[src/rtl/rat_2way_pkg.sv]
// Shared sizes and index types for the two-wide rename alias table.
// Imported by the RAT top level and by its per-operand lookup slice.
package rat_2way_pkg;

  localparam int ARF_SIZE = 32;
  localparam int PRF_SIZE = 64;
  localparam int ARF_W    = $clog2(ARF_SIZE);
  localparam int PRF_W    = $clog2(PRF_SIZE);

  typedef logic [ARF_W-1:0] arf_idx_t;
  typedef logic [PRF_W-1:0] prf_idx_t;

endpackage

[src/rtl/rat_lookup.sv]
// One renamed source operand: immediate gating, intra-bundle
// forwarding from slot 1, and zeroing while a mispredict flushes.
module rat_lookup
  import rat_2way_pkg::*;
(
  input  prf_idx_t [ARF_SIZE-1:0] map,
  input  arf_idx_t                arf_idx,
  input  logic                    imm,
  input  logic                    mis,
  input  logic                    fwd_en,
  input  arf_idx_t                fwd_dest,
  input  prf_idx_t                fwd_idx,
  output prf_idx_t                prf_idx
);

  // flush and immediates dominate, then the same-bundle producer
  always_comb begin
    prf_idx = '0;
    if (mis || imm) begin
      prf_idx = '0;
    end else if (fwd_en && (arf_idx == fwd_dest)) begin
      prf_idx = fwd_idx;
    end else begin
      prf_idx = map[arf_idx];
    end
  end

endmodule

[src/rtl/rat_2way.sv]
// Two-wide register alias table with mispredict restore from the
// retirement map and reporting of the physical entries it drops.
module rat_2way
  import rat_2way_pkg::*;
(
  input  logic                    clock,
  input  logic                    reset,
  input  logic                    inst1_enable,
  input  logic                    inst2_enable,
  input  arf_idx_t                opa_ARF_idx1,
  input  arf_idx_t                opb_ARF_idx1,
  input  arf_idx_t                dest_ARF_idx1,
  input  arf_idx_t                opa_ARF_idx2,
  input  arf_idx_t                opb_ARF_idx2,
  input  arf_idx_t                dest_ARF_idx2,
  input  logic                    dest_rename_sig1,
  input  logic                    dest_rename_sig2,
  input  logic                    opa_valid_in1,
  input  logic                    opb_valid_in1,
  input  logic                    opa_valid_in2,
  input  logic                    opb_valid_in2,
  input  logic                    mispredict_sig1,
  input  logic                    mispredict_sig2,
  input  prf_idx_t [ARF_SIZE-1:0] mispredict_up_idx,
  input  logic                    PRF_rename_valid1,
  input  logic                    PRF_rename_valid2,
  input  prf_idx_t                PRF_rename_idx1,
  input  prf_idx_t                PRF_rename_idx2,
  output prf_idx_t                opa_PRF_idx1,
  output prf_idx_t                opb_PRF_idx1,
  output prf_idx_t                opa_PRF_idx2,
  output prf_idx_t                opb_PRF_idx2,
  output logic                    request1,
  output logic                    request2,
  output logic                    RAT_allo_halt1,
  output logic                    RAT_allo_halt2,
  output logic [PRF_SIZE-1:0]     PRF_free_list_out,
  output logic                    PRF_free_valid
);

  prf_idx_t [ARF_SIZE-1:0] map_q, map_d;
  logic     [ARF_SIZE-1:0] valid_q, valid_d;

  logic mis;
  logic ren1;
  logic ren2;

  // allocation handshake; slot 2 never renames past a stalled slot 1
  always_comb begin
    mis            = mispredict_sig1 | mispredict_sig2;
    request1       = inst1_enable & dest_rename_sig1 & ~mis;
    request2       = inst2_enable & dest_rename_sig2 & ~mis;
    RAT_allo_halt1 = request1 & ~PRF_rename_valid1;
    RAT_allo_halt2 = RAT_allo_halt1
                   | (request2 & ~PRF_rename_valid2);
    ren1           = request1 & PRF_rename_valid1;
    ren2           = request2 & PRF_rename_valid2
                   & ~RAT_allo_halt1;
  end

  rat_lookup u_opa1 (
    .map      (map_q),
    .arf_idx  (opa_ARF_idx1),
    .imm      (opa_valid_in1),
    .mis      (mis),
    .fwd_en   (1'b0),
    .fwd_dest ('0),
    .fwd_idx  ('0),
    .prf_idx  (opa_PRF_idx1)
  );

  rat_lookup u_opb1 (
    .map      (map_q),
    .arf_idx  (opb_ARF_idx1),
    .imm      (opb_valid_in1),
    .mis      (mis),
    .fwd_en   (1'b0),
    .fwd_dest ('0),
    .fwd_idx  ('0),
    .prf_idx  (opb_PRF_idx1)
  );

  rat_lookup u_opa2 (
    .map      (map_q),
    .arf_idx  (opa_ARF_idx2),
    .imm      (opa_valid_in2),
    .mis      (mis),
    .fwd_en   (ren1),
    .fwd_dest (dest_ARF_idx1),
    .fwd_idx  (PRF_rename_idx1),
    .prf_idx  (opa_PRF_idx2)
  );

  rat_lookup u_opb2 (
    .map      (map_q),
    .arf_idx  (opb_ARF_idx2),
    .imm      (opb_valid_in2),
    .mis      (mis),
    .fwd_en   (ren1),
    .fwd_dest (dest_ARF_idx1),
    .fwd_idx  (PRF_rename_idx1),
    .prf_idx  (opb_PRF_idx2)
  );

  // speculative entries that differ from the retirement map get freed
  always_comb begin
    PRF_free_list_out = '0;
    PRF_free_valid    = mis;
    if (mis) begin
      for (int i = 0; i < ARF_SIZE; i++) begin
        if (valid_q[i] && (map_q[i] != mispredict_up_idx[i])) begin
          PRF_free_list_out[map_q[i]] = 1'b1;
        end
      end
    end
  end

  // restore on mispredict, else commit renames with slot 2 last
  always_comb begin
    map_d   = map_q;
    valid_d = valid_q;
    if (mis) begin
      map_d   = mispredict_up_idx;
      valid_d = '1;
    end else begin
      if (ren1) begin
        map_d[dest_ARF_idx1]   = PRF_rename_idx1;
        valid_d[dest_ARF_idx1] = 1'b1;
      end
      if (ren2) begin
        map_d[dest_ARF_idx2]   = PRF_rename_idx2;
        valid_d[dest_ARF_idx2] = 1'b1;
      end
    end
  end

  // map and valid state registers
  always_ff @(posedge clock or negedge reset) begin
    if (!reset) begin
      map_q   <= '0;
      valid_q <= '0;
    end else begin
      map_q   <= map_d;
      valid_q <= valid_d;
    end
  end

endmodule

[config.mk]
export PLATFORM = sky130hd
export DESIGN_NAME = rat_2way
export DESIGN_NICKNAME = d
export VERILOG_FILES = /design/src/rtl/rat_2way_pkg.sv /design/src/rtl/rat_lookup.sv /design/src/rtl/rat_2way.sv
export SDC_FILE = /design/constraint.sdc
export NUM_CORES = 2
export LEC_CHECK = 0
export ABC_AREA = 1
export BUFFER_PORTS_ARGS = -buffer_cell sky130_fd_sc_hd__buf_4
export CAP_MARGIN = 20
export CORE_ASPECT_RATIO = 1.4
export CORE_MARGIN = 3
export CORE_UTILIZATION = 35
export DETAILED_ROUTE_END_ITERATION = 6
export HOLD_SLACK_MARGIN = 0.02
export PLACE_DENSITY = 0.52
export SLEW_MARGIN = 20
export SYNTH_ARGS = -nofsm -noshare
export SYNTH_HDL_FRONTEND = slang
export SYNTH_SLANG_ARGS = --single-unit
[constraint.sdc]
create_clock -name clock -period 1.6 [get_ports clock]
set_input_delay 0 -clock clock [delete_from_list [all_inputs] [get_ports clock]]
set_output_delay 0 -clock clock [all_outputs]
set_load 0.01 [all_outputs]
==> results of run 1 <==
[per-layer routing]
metal / overflow / track usage
met1: 7 / 0.8222
met2: 524 / 0.9361
met3: 5 / 0.6920
met4: 407 / 0.7850
met5: 0 / 0.3024
[timing repair]
item	CTS
pin swaps	480
gates resized for setup	1445
cloned	25
hold buffers	232
setup endpoints to repair	88
setup buffers	162
hold endpoints to repair	426
[cells in the mapped netlist (all sizes together) (32+ instances only)]
master,number,share of area
nand2,2025,0.15
nor2,1624,0.12
nand3,1159,0.12
nand4,1159,0.14
o21ai,982,0.096
inv,844,0.062
a21oi,532,0.052
buf,505,0.054
clkbuf,342,0.025
nor3,269,0.028
dfrtp,224,0.11
a211oi,102,0.015
o211ai,87,0.013
o22ai,51,0.0062
xor2,32,0.0055
[metrics by stage]
| step | cell area [µm²] | hold slack (ps) | setup slack [ps] | TNS, ps | util |
|---|---|---|---|---|---|
| 3_5_place_dp | 78480 | -97.16 | -1339 | -106550 | 0.5423 |
| 4_1_cts | 88230 | -35.08 | -1500 | -111050 | 0.6097 |
| 3_3_place_gp | 78470 | -102.3 | -1315 | -97400 | 0.5422 |
| 2_1_floorplan | 51550 | -295.6 | 0.002665 | 0 | - |
[cells by family after synthesis]
group / after synthesis
and+or+nand+nor: 6258
DFF: 224
AOI/OAI and AO/OA: 1767
buffers and inverters: 1703
xor gates and xnor gates: 32
==> impl_metrics.ini, run 1 <==
[synthesis]
async_reset_ff_frac = 1.000
syn_area_um2 = 51090
ys_seq_area_frac = 0.1097
synthXorXnorAreaFrac = 0.005485
syn-num-nets = 10230
synth-edff-count = 0
yosys.cell_types.count = 33
syn_inst = 9984
synth_compound_area_frac = 0.1839
syn_area_per_cell_um2 = 5.117
ys.flop_type = dfrtp_1
synth_adder_area_share = 0
synth_top_family_by_area = simple AND/OR/NAND/NOR gates
synthMuxAreaShare = 0
yosys_warnings = 0
synthSimpleGateAreaFrac = 0.5593
yosys_register_bits = 224

[grt]
gr-total-overflow = 943
grt_pass1_wl_um = 890500
grt_max_degree = 124
gr-usage-all-layers = 0.8074
grt_pass1_vias = 104700

[floorplanning]
initial_core_util = 0.3530
rows = 165
die_h_um = 458.1
ios = 341
die_x_um = 328.9

[clock_network]
clock-sinks = 224
h-tree-depth = 1
cts_root_buffer = clkbuf_16
cts_buffers = 29
clockBufferDepth = 3

[placement]
port_buffers = 340
placedCellCount = 14430
gp_congestion = 1.375
place_hpwl_um = 437000

[run_status]
stop_error = [ERROR GRT-0116] Global routing finished with congestion. Check the congestion regions in the DRC Viewer.
status = did not finish
lastStage = global routing
==> inputs of run 2 (changes only) <==
Settings changed: CORE_ASPECT_RATIO 1.4 to unset, CORE_UTILIZATION 35 to 20, HOLD_SLACK_MARGIN 0.02 to unset, PLACE_DENSITY 0.52 to unset, PLACE_DENSITY_LB_ADDON set to 0.15.
Clock period 1.6 ns to 2.1 ns, I/O delays scaled along.
==> run 2 against run 1 <==
The flow now finishes, with violations (negative setup slack). Area after synthesis is the same. Synthesized cell count is the same.
==> impl_metrics.ini, run 2 <==
[run_status]
status = finished, violations left
violations = negative setup slack

[pwr]
vdd_drop_max_uv = 674.3
pwr-share-comb = 0.697
p_seq_frac = 0.141
p_sw_frac = 0.5254
switching_power_uw = 18350
p_per_area_nw_per_um2 = 381.0
p_leak_uw = 0.04525
pwr-share-clk = 0.161
p_int_uw = 16580

[grt]
grt_pass1_wl_um = 798700
gr-usage-all-layers = 0.4523
use_met2 = 0.5888
globalRouteMet1Util = 0.6309
antenna_found_initial = 26
gr-total-overflow = 0
grt_use_met3 = 0.1511
grt_pass1_vias = 83700
top_usage_layer = met1
grt_max_degree = 126

[clock_network]
clock_latency_ps = 660
h-tree-depth = 1
cts_buffers = 29
clockBufferDepth = 3
cts_tree = yes
path_clk_slew_ps = 70
cts_root_buffer = clkbuf_16
clock-sinks = 224

[sta]
hold_ws_ps = 19.41
clock.fmax_mhz = 297.8
setup_viol = 89
hold_violations = 0
rsz0062_at_grt = true
max_slew_margin = 0.2676
fin_skew_ps = 0
fin_ws_ps = -1258
slew_viol_final = 0
fin_crit_ps = 3358
fin_crit_sh = 1.599
tightest_slew_ps = 1099

[synthesis]
synth_top_cells_by_area = nand2_1 15%, nand4_1 14%, nor2_1 12%
synth_top_area_cell = nand2_1
ys.flop_type = dfrtp_1
syn-num-nets = 10230
yosys_warnings = 0
syn_area_um2 = 51090
synth-edff-count = 0
syn_area_per_cell_um2 = 5.117
synth_commonest_cells = 2019 x nand2_1, 1606 x nor2_1, 1159 x nand4_1
yosys_register_bits = 224
async_reset_ff_frac = 1.000
yosysMostFrequentCell = nand2_1
yosys.cell_types.count = 33
syn_inst = 9984
ys_seq_area_frac = 0.1097
synth_top_area_frac = 0.1483

[final_layout]
layout_commonest_cell = buf_4
fin_nets = 13220
largest-register = map_q
layout-drive-gt1-share = 0.3614
layout_common_cells = 3013 x buf_4, 1759 x nand2_1, 1253 x nor2_1
largest_reg_flops = 192
largestRegisters = map_q x192, valid_q x32
final_util = 0.3627
areaGrowthSynthToFinish_pct = 79.45
fin_cells = 16360

[drt]
wl_per_cell_um = 38.43
routed_wl_um = 628700
dr.first_iter.drc_count = 15790
via_per_inst = 5.733
drt-pass1-iter-count = 6
vias = 93790
drc = 0
drtAntennaViolNets = 0

[critical_path]
crit_arrival_ps = 3360
crit_fanout = 7
critPathLaunchType = register
worstPathRequired_ps = 2100
path_class = register to primary output
end_kind = primary output

[floorplanning]
die_h_um = 511.4
initial_core_util = 0.2021
die_x_um = 511.4
ios = 341
dieArea_um2 = 261600
rows = 184
coreArea_um2 = 252800

[run]
max_cap_viol_count = 0

[placement]
place_hpwl_um = 535600
port_buffers = 340
gp_congestion = 1.166
placedCellCount = 15950
place_ws_ps = -1138

[hold_path]
hold_path.class = input port to register
[run 2: cell families after synthesis]
logic type                after synthesis  share of synthesized area
and+or+nand+nor                      6258                     0.5593
AOI/OAI and AO/OA                    1767                     0.1839
buffers and inverters                1703                     0.1416
DFF                                   224                     0.1097
xor gates and xnor gates               32                   0.005486
[run 2: timing repair]
action | 4_1_cts | 5_1_grt
hold buffers | 247 | 0
buffers inserted | 66 | 68
pin swaps | 195 | 300
resized for setup | 758 | 753
hold endpoints to repair | 426 | 0
gates cloned | 11 | 14
endpoints found under the setup margin | 88 | 97
[run 2: worst max-delay path, cell delays in order (launching register included)]
cell and delay (ps):
dfrtp_1 370, inv_1 60, nand2_1 60, nand2_1 60, nor2_1 130, nand3_2 110
buf_12 160, buf_12 150, buf_8 120, nand3_4 60, buf_6 130, nor2_4 40
nor2_4 230, nand3b_1 450, nor2_1 280, a21oi_2 80, buf_4 190
[run 2: power by group through the flow]
stage	combinational [µW]	clock [µW]	sequential, µW
2_1_floorplan	6980	0	4800
3_5_place_dp	21100	0	5010
4_1_cts	22300	5700	4930
5_1_grt	24600	5780	4980
6_report	24400	5640	4940
3_3_place_gp	21100	0	4990
[run 2: cell type report]
cell class                      instances  area (µm²)
Sequential cell                       224        5644
Clock inverter                          8       96.34
Timing Repair Buffer                 3806       34940
Fill cell                           28280      161100
Antenna cell                           16       40.04
Inverter                              856        3247
Tap cell                             3348        4189
Multi-Input combinational cell       8058       42690
Clock buffer                           43       838.3
[run 2: routing by layer]
metal	vias to the layer above	part of all wire
li1	40340	-
met1	45770	0.43
met2	6671	0.37
met3	1002	0.13
met4	10	0.075
met5	-	0.00068
[run 2: final timing paths]
| path | startpoint | end | slack [ps] | cells past startpoint |
|---|---|---|---|---|
| setup reg to reg | map_q[52] | map_q[52] | 60 | 9 |
| min in group asynchronous | reset | map_q[171] | 30 | 3 |
| hold / removal | PRF_rename_idx1[5] | map_q[53] | 20 | 5 |
| hold reg to reg | valid_q[28] | valid_q[28] | 540 | 2 |
| setup / recovery | map_q[13] | PRF_free_list_out[39] | -1260 | 16 |
| max in group asynchronous | reset | valid_q[27] | 1480 | 3 |
[run 2: through the flow]
step	setup TNS (ps)	area (µm²)	power, µW
finish	-88930	91690	34930
global route	-93160	91650	35370
CTS	-88510	88310	32910
detailed placement	-50550	81720	26110
global placement	-56470	81700	26120
floorplan	0	51090	11770
Note: power is estimated with default switching activity, not from simulation.
